**src/rtl/std_fifo.sv**
```systemverilog
// Single-clock FIFO: circular buffer with registered read data, occupancy count
// and status flags decoded from the registered count.
module std_fifo #(
    parameter int WIDTH               = 8,
    parameter int DEPTH               = 64,
    parameter int COUNT_WIDTH         = 7,
    parameter int ALMOST_EMPTY_THRESH = 2,
    parameter int ALMOST_FULL_THRESH  = 62
) (
    input  logic                   rst,
    input  logic                   clk,
    input  logic                   push,
    input  logic                   pop,
    input  logic [WIDTH-1:0]       d,
    output logic [WIDTH-1:0]       q,
    output logic                   full,
    output logic                   empty,
    output logic [COUNT_WIDTH-1:0] count,
    output logic                   almost_empty,
    output logic                   almost_full
);

    localparam int PTR_W = $clog2(DEPTH);

    logic [WIDTH-1:0] mem [DEPTH];
    logic [PTR_W-1:0] wr_ptr;
    logic [PTR_W-1:0] rd_ptr;
    logic             pop_ok;
    logic             push_ok;

    assign pop_ok  = pop & ~empty;
    // A push into a full FIFO only fits if a pop frees a slot on the same edge.
    assign push_ok = push & (~full | pop_ok);

    assign empty        = (count == '0);
    assign full         = (count == COUNT_WIDTH'(DEPTH));
    assign almost_empty = (count <= COUNT_WIDTH'(ALMOST_EMPTY_THRESH));
    assign almost_full  = (count >= COUNT_WIDTH'(ALMOST_FULL_THRESH));

    // Storage is deliberately left out of reset.
    always_ff @(posedge clk) begin
        if (push_ok) begin
            mem[wr_ptr] <= d;
        end
    end

    always_ff @(posedge clk or negedge rst) begin
        if (!rst) begin
            wr_ptr <= '0;
            rd_ptr <= '0;
            count  <= '0;
            q      <= '0;
        end else begin
            if (push_ok) begin
                wr_ptr <= wr_ptr + PTR_W'(1);
            end
            if (pop_ok) begin
                q      <= mem[rd_ptr];
                rd_ptr <= rd_ptr + PTR_W'(1);
            end
            case ({push_ok, pop_ok})
                2'b10:   count <= count + COUNT_WIDTH'(1);
                2'b01:   count <= count - COUNT_WIDTH'(1);
                default: count <= count;
            endcase
        end
    end

endmodule

```
**config.mk**
```make
export PLATFORM = sky130hd
export DESIGN_NAME = std_fifo
export DESIGN_NICKNAME = d
export VERILOG_FILES = /design/src/rtl/std_fifo.sv
export SDC_FILE = /design/constraint.sdc
export NUM_CORES = 1
export LEC_CHECK = 0
export ABC_CLOCK_PERIOD_IN_PS = 4300
export CAP_MARGIN = 40
export CORE_MARGIN = 5
export CORE_UTILIZATION = 40
export DETAILED_ROUTE_END_ITERATION = 16
export GPL_TIMING_DRIVEN = 0
export PLACE_DENSITY = 0.51
export SLEW_MARGIN = 20
export SYNTH_ARGS = -nofsm -noshare
export SYNTH_HDL_FRONTEND = slang
export SYNTH_SLANG_ARGS = --single-unit
```
**constraint.sdc**
```tcl
create_clock -name clk -period 4.3 [get_ports clk]
set_input_delay 0.645 -clock clk [delete_from_list [all_inputs] [get_ports clk]]
set_output_delay 0.645 -clock clk [all_outputs]
set_load 0.1 [all_outputs]
```
==> metrics.md, run 1 <==
| Metric | Value |
|---|---|
| Via-to-Cell Ratio | `5.46` |
| Maximum VDD drop | `0.368 mV` |
| Synth Cell Area | `21,200 um2` |
| Min-delay src | `d[6]` |
| DRC | `0` |
| Clock Latency Late Sink | `600 ps` |
| Nets | `1,272` |
| Fmax | `0.300 GHz` |
| DP Worst Slack | `789 ps` |
| Gate Count Post-Synth | `1,123` |
| FP Rows | `84` |
| Simple-gate share of the synthesized area | `4.30%` |
| Syn. warnings | `0` |
| Number of global-route vias before repair | `11,000` |
| Post-synthesis sequential area ratio | `75.6%` |
| Yosys top cell by area | `edfxtp_1` |
| Area delta synth->final | `16.2%` |
| Worst-Margin Slew | `880 ps` |
| Share of cells above drive strength 1 | `20.3%` |
| Via count | `10,800` |
| Hold Crit Class | `input port to flip-flop` |
| Mean Syn Cell Area | `18.9 um2` |
| Post-synthesis mux area share | `14.3%` |
| CTS tree | `done` |
| Critical Path RT | `4820 ps` |
| Minimum clock period | `3330 ps` |
| WL/cell | `25.9 um` |
| Worst reg2reg startpoint | `count[2]$_DFFE_PN0P_` |
| Combinational Power Share | `33.0%` |
| Initial DRC count | `949` |
| Gpl congestion | `0.865` |
| CP Class | `flip-flop to flip-flop` |
| Internal Pwr Total | `10.8 mW` |
| CP Launch Type | `flip-flop` |
| Ys flop type | `edfxtp_1` |
| Post-DP HPWL | `33,500 um` |
| Post-Synth Adder-Cell Area | `0.507%` |
| Netlist cell types | `48` |
| Slew Limit Fails | `0` |
| NetSw | `5.49 mW` |
| Worst R2R Path Depth | `12` |
| Floorplan core area | `52,600 um2` |
| Port bufs | `30` |
| Worst Skew | `11.6 ps` |
| Post-route setup slack | `968 ps` |
| RSZ-0062 raised after global routing | `false` |
| Hold path depth | `1` |
| Clock slew at reported path FFs | `60 ps` |
| Power Density | `660 nW/um2` |
| Worst Hold End | `mem[21][6]$_DFFE_PP_` |
| Outcome | `complete, no violations` |
| Area share of the largest cell type after synthesis | `72.4%` |
| Total GRT Usage | `17.9%` |
| Overflow after GRT | `0` |
| Async SR Flop Fraction | `5.01%` |
| Largest family of logic cells by synthesized area | `multiplexers` |
| Die Y | `240 um` |
| Post-Route WL | `51,400 um` |
| Io pins | `31` |
| Leak | `8.08 nW` |
| Share of total power in the clock network | `29.0%` |
| Setup TNS | `0 ps` |
| Clock root buffer | `clkbuf_16` |
| Area share of xor/xnor cells in the synthesized design | `0.578%` |
| Syn Nets | `1,143` |
| Compound-Gate Fraction of Synth Area | `3.07%` |
| DRT Pass-1 Iters | `5` |
| Initial antenna violation count | `1` |
| Post-synth EDFFs | `512` |
| Post-synthesis register bit count | `539` |
| CP Max Fanout | `7` |
| First-pass GRT wire length | `75,100 um` |
| Fin crit share | `77.5%` |
| Main area contributors after synthesis | `edfxtp_1 72%, mux4_2 9.3%, mux2i_1 5.0%` |
| Worst rel slew slack | `41.1%` |
| Largest net degree at the start of global routing | `65` |
| Initial Util | `40.4%` |
| MaxCap Viol Count | `0` |
| H-tree Lvls | `2` |
| Total die area | `57,800 um2` |
| Switching part of the total | `33.7%` |
| Critical path arrival | `3850 ps` |
| Clock Sink Count | `539` |
| Commonest non-fill, non-tap cell in the layout | `edfxtp_1` |
| Most frequent cells in the layout | `512 x edfxtp_1, 105 x mux2i_1, 90 x nor2_1` |
| Part of the power in registers | `38.1%` |
| Chip width | `240 um` |
| Antenna Violating Nets Remaining | `0` |
| Final setup viols | `0` |
| Ant. Diodes | `0` |
| CP endpoint kind | `flip-flop` |
| Clock tree buffer depth | `3` |
| Final Hold Viols | `0` |
| R2r setup slk | `970 ps` |
| Number of buffers created by CTS | `55` |
| Reg2reg end | `count[6]$_DFFE_PN0P_` |
registers in the layout (all words and copies together), names as in the netlist:
signal,flops
mem,512
q,8
count,7
rd_ptr,6
wr_ptr,6
per-layer routing:
metal	wire [um]	vias to the layer above	global-route usage (%)
met5	0	-	0
li1	-	4775	-
met2	23700	315	27.9
met1	23400	5656	26.4
met3	3190	75	3.60
met4	1120	0	4.25
cell usage after synthesis (2+ instances only):
cell	number
nand3b_1	6
ha_1	7
a22oi_1	15
nor2b_1	4
o2111ai_1	7
nand3b_2	2
a211oi_1	10
buf_6	3
nand4_1	10
buf_4	4
nor3_1	10
nand2_1	44
buf_1	9
o21bai_1	2
o21ai_0	14
mux4_2	88
clkbuf_1	26
a21oi_1	8
dfrtp_1	27
inv_1	5
and2_1	3
mux2i_1	105
xnor2_1	13
o22ai_1	32
or3b_2	3
buf_2	25
nand3_1	19
or2_2	2
nor2_1	90
edfxtp_1	512
power groups by stage:
stage	sequential, mW	clock [mW]	combinational, mW
final	6.20	4.72	5.37
after floorplan	6.74	0	2.95
after detailed placement	6.31	0	5.40
after global routing	6.22	5.04	5.70
after global placement	6.31	0	5.12
after CTS	6.20	4.83	5.42
repair_timing:
| action | CTS | global route |
|---|---|---|
| buffers inserted | 0 | 0 |
| resized for setup | 0 | 0 |
| endpoints found under the hold margin | 27 | 0 |
| hold buffers | 1 | 0 |
worst max-delay path, cell delays in order, from the launching register on:
cell and delay (ps):
dfrtp_1 420, or4_1 520, buf_2 180, o31a_1 370, nand2b_1 220, inv_1 140
ha_1 330, nor2b_1 150, nor3_1 190, o21bai_1 110, a21oi_1 240, mux2i_1 250
xnor2_1 130
through the flow:
stage	total power, mW	instances	area, um2	hold slack [ps]	util [%]
floorplan	9.69	1123	21200	349	-
global placement	11.4	1841	22400	481	42.6
detailed placement	11.7	1870	22800	488	43.3
CTS	16.4	1971	24600	392	46.8
global route	17.0	1983	24700	402	46.9
finish	16.3	1983	24700	412	46.9
area by class of cell:
type                            count  area (um2)
Fill cell                        4445       27900
Sequential cell                   539       16100
Multi-Input combinational cell    512        4840
Clock buffer                       70        1500
Tap cell                          688         861
Timing Repair Buffer               72         785
Buffer                             67         320
Clock inverter                     30         290
Inverter                            5        18.8
worst max-delay path by stage:
stage / from / to / slack, ps / cells past startpoint
after floorplan: count[2]$_DFFE_PN0P_ / empty / 80 / 3
final: count[2]$_DFFE_PN0P_ / count[6]$_DFFE_PN0P_ / 970 / 12
after global routing: count[2]$_DFFE_PN0P_ / count[6]$_DFFE_PN0P_ / 700 / 12
after global placement: d[6] / mem[57][6]$_DFFE_PP_ / 700 / 1
after CTS: count[2]$_DFFE_PN0P_ / count[6]$_DFFE_PN0P_ / 920 / 12
after detailed placement: pop / mem[33][4]$_DFFE_PP_ / 790 / 5
logic make-up (layout without fill, tap and decap cells):
logic type      after synthesis  in the layout
flops                       539            539
simple gates                200            200
mux                         194            194
compound gates               96             96
buf+inv                      72            244
xor+xnor                     14             14
fa+ha+maj                     8              8
Power figures use the tool's default switching activity.
==> run 2: changes to the inputs <==
--- a/config.mk
+++ b/config.mk
@@ -5,7 +5,7 @@
 export SDC_FILE = /design/constraint.sdc
 export NUM_CORES = 1
 export LEC_CHECK = 0
-export ABC_CLOCK_PERIOD_IN_PS = 4300
+export ABC_CLOCK_PERIOD_IN_PS = 3300
 export CAP_MARGIN = 40
 export CORE_MARGIN = 5
 export CORE_UTILIZATION = 40
==> constraint.sdc (replaced) <==
create_clock -name clk -period 3.3 [get_ports clk]
set_input_delay 0.495 -clock clk [delete_from_list [all_inputs] [get_ports clk]]
set_output_delay 0.495 -clock clk [all_outputs]
set_load 0.1 [all_outputs]
==> metrics.md, run 2 (synthesis gave the netlist of run 1 again) <==
| Metric | Value |
|---|---|
| Outcome | `complete, no violations` |
| WL/cell | `26.4 um (+1.7%)` |
| Initial Util | `40.4% (unchanged)` |
| Clock slew at reported path FFs | `60 ps (about the same)` |
| DRC | `0 (unchanged)` |
| Placed cell areas | `22,800 um2 (+0.20%)` |
| Initial DRC count | `939 (-1.1%)` |
| Antenna Violating Nets Remaining | `0 (unchanged)` |
| Total GRT Usage | `18.2% (+0.25 points)` |
| Clock Latency Late Sink | `620 ps (+20 ps)` |
| Fin crit share | `94.8% (+17 points)` |
| Biggest regs | `mem (512), q (8), count (7)` |
| Share of cells above drive strength 1 | `20.4% (+0.14 points)` |
| Floorplan core area | `52,600 um2 (unchanged)` |
| FP Rows | `84 (unchanged)` |
| Via count | `10,800 (-0.30%)` |
| Minimum clock period | `3130 ps (-202 ps)` |
| Final Hold Viols | `0 (unchanged)` |
| Ant. Diodes | `0 (unchanged)` |
| Hold path depth | `1 (unchanged)` |
| Clock root buffer | `clkbuf_16` |
| Clock Sink Count | `539 (unchanged)` |
| Multi-input logic area | `4850 um2 (+0.23%)` |
| Design area | `24,800 um2 (+0.36%)` |
| Worst R2R Path Depth | `10 (-2)` |
| Worst rel slew slack | `43.8% (+2.7 points)` |
| Largest net degree at the start of global routing | `65 (unchanged)` |
| Crit path top cell by count | `buf_2` |
| Clock tree buffer depth | `3 (unchanged)` |
| Via-to-Cell Ratio | `5.42 (-0.61%)` |
| Chip width | `240 um (unchanged)` |
| Commonest non-fill, non-tap cell in the layout | `edfxtp_1` |
| MaxCap Viol Count | `0 (unchanged)` |
| Leak | `8.13 nW (+0.64%)` |
| Fin Hold WS | `327 ps (-85.4 ps)` |
| Post-route insts no fill | `1,989 (+0.30%)` |
| Power Density | `863 nW/um2 (+31%)` |
| Fillcell total | `4,452 (+0.16%)` |
| CP Max Fanout | `10 (+3)` |
| Worst Skew | `26.1 ps (+14.6 ps)` |
| Initial antenna violation count | `0 (-1)` |
| Nets | `1,274 (+0.16%)` |
| Cells after DPL | `1,867 (-0.16%)` |
| FF/Latch Area | `16,100 um2 (about the same)` |
| Critical path's largest stage delay | `420 ps (-100 ps)` |
| Max reg flops | `512 (unchanged)` |
| CP endpoint kind | `flip-flop` |
| Port bufs | `30 (unchanged)` |
| Hold Crit Class | `input port to flip-flop` |
| Final setup viols | `0 (unchanged)` |
| Number of global-route vias before repair | `10,900 (-1.1%)` |
| H-tree Lvls | `2 (unchanged)` |
| CTS tree | `done` |
| CP Buf/Inv Count | `4 (+2)` |
| Post-layout util | `47.1% (+0.17 points)` |
| Delay-heaviest family, CP | `buffers and inverters` |
| Worst-Margin Slew | `840 ps (-39.6 ps)` |
| Die Y | `240 um (unchanged)` |
| Overflow after GRT | `0 (unchanged)` |
| Area delta synth->final | `16.6%` |
| DP Worst Slack | `-131 ps (-920 ps)` |
| Critical Path RT | `3780 ps (-1040 ps)` |
| Post-route setup slack | `170 ps (-798 ps)` |
| Total power | `21.4 mW (+31%)` |
| CP Class | `flip-flop to flip-flop` |
| DRT Pass-1 Iters | `7 (+2)` |
| Setup TNS | `0 ps (unchanged)` |
| RSZ-0062 raised after global routing | `false` |
| Post-DP HPWL | `33,900 um (+1.0%)` |
| Io pins | `31 (unchanged)` |
| Most frequent cells in the layout | `512 x edfxtp_1, 105 x mux2i_1, 90 x nor2_1` |
| CP max-delay cell | `nor3_1` |
| Critical path arrival | `3610 ps (-240 ps)` |
| Stages on worst setup path | `10 (-2)` |
| First-pass GRT wire length | `75,800 um (+0.90%)` |
| Maximum VDD drop | `0.432 mV (+18%)` |
| Number of buffers created by CTS | `56 (+1.8%)` |
| Total die area | `57,800 um2 (unchanged)` |
| CP Launch Type | `flip-flop` |
| Gpl congestion | `0.854 (-1.3%)` |
| Slew Limit Fails | `0 (unchanged)` |
| Fmax | `0.320 GHz (+6.4%)` |
| Cell Chain, Critical Path | `buf_2 -> buf_4 -> buf_2 -> buf_2 -> mux2i_1 -> o22ai_1 -> nor3_1 -> o21ai_0 -> nand4_1 -> nand3_1` |
| Post-Route WL | `52,400 um (+2.0%)` |
| Most flops, register | `mem` |
run 2: cell count changes in the layout (fill, tap and decap cells not counted), sizes merged:
cell / delta
buf: +1
bufinv: -1
clkbuf: +4
clkinv: +7
clkinvlp: -6
inv: +1
run 2: layout make-up:
class / count / share of cell area [%]
flip-flops and latches: 539 / 64.9
multi-input cells: 512 / 19.6
clock buffers: 74 / 6.15
repair buffers: 73 / 3.48
well taps: 688 / 3.48
plain buffers: 67 / 1.29
clock inverters: 31 / 1.05
inverters: 5 / 0.0758
run 2: power by group:
group / internal [mW] / switching [mW] / leakage [nW]
clock: 3.55 / 2.61 / 0.873
sequential: 7.87 / 0.199 / 4.93
combinational: 2.68 / 4.45 / 2.34
run 2: worst paths after layout:
check | to | slack, ps | start
max | q[1]$_DFFE_PN0N_ | 170 | rd_ptr[0]$_DFFE_PN0N_
min | mem[43][3]$_DFFE_PP_ | 330 | d[3]
max reg2reg | q[1]$_DFFE_PN0N_ | 170 | rd_ptr[0]$_DFFE_PN0N_
min reg2reg | rd_ptr[5]$_DFFE_PN0N_ | 500 | rd_ptr[5]$_DFFE_PN0N_
max in group asynchronous | rd_ptr[4]$_DFFE_PN0N_ | 2460 | rst
min in group asynchronous | rd_ptr[5]$_DFFE_PN0N_ | 400 | rst
run 2: repair_timing:
| item | CTS | global route |
|---|---|---|
| setup endpoints to repair | 2 | 2 |
| hold endpoints to repair | 13 | 0 |
| hold buffers | 1 | 0 |
| resized for setup | 1 | 1 |
| buffers inserted | 1 | 0 |
run 2: per-layer routing:
metal	track usage, %	wire [um]	vias up
met4	5.85	1490	0
met1	26.8	24300	5644
met2	27.6	23900	286
met5	0	0	-
met3	3.41	2710	79
li1	-	-	4779
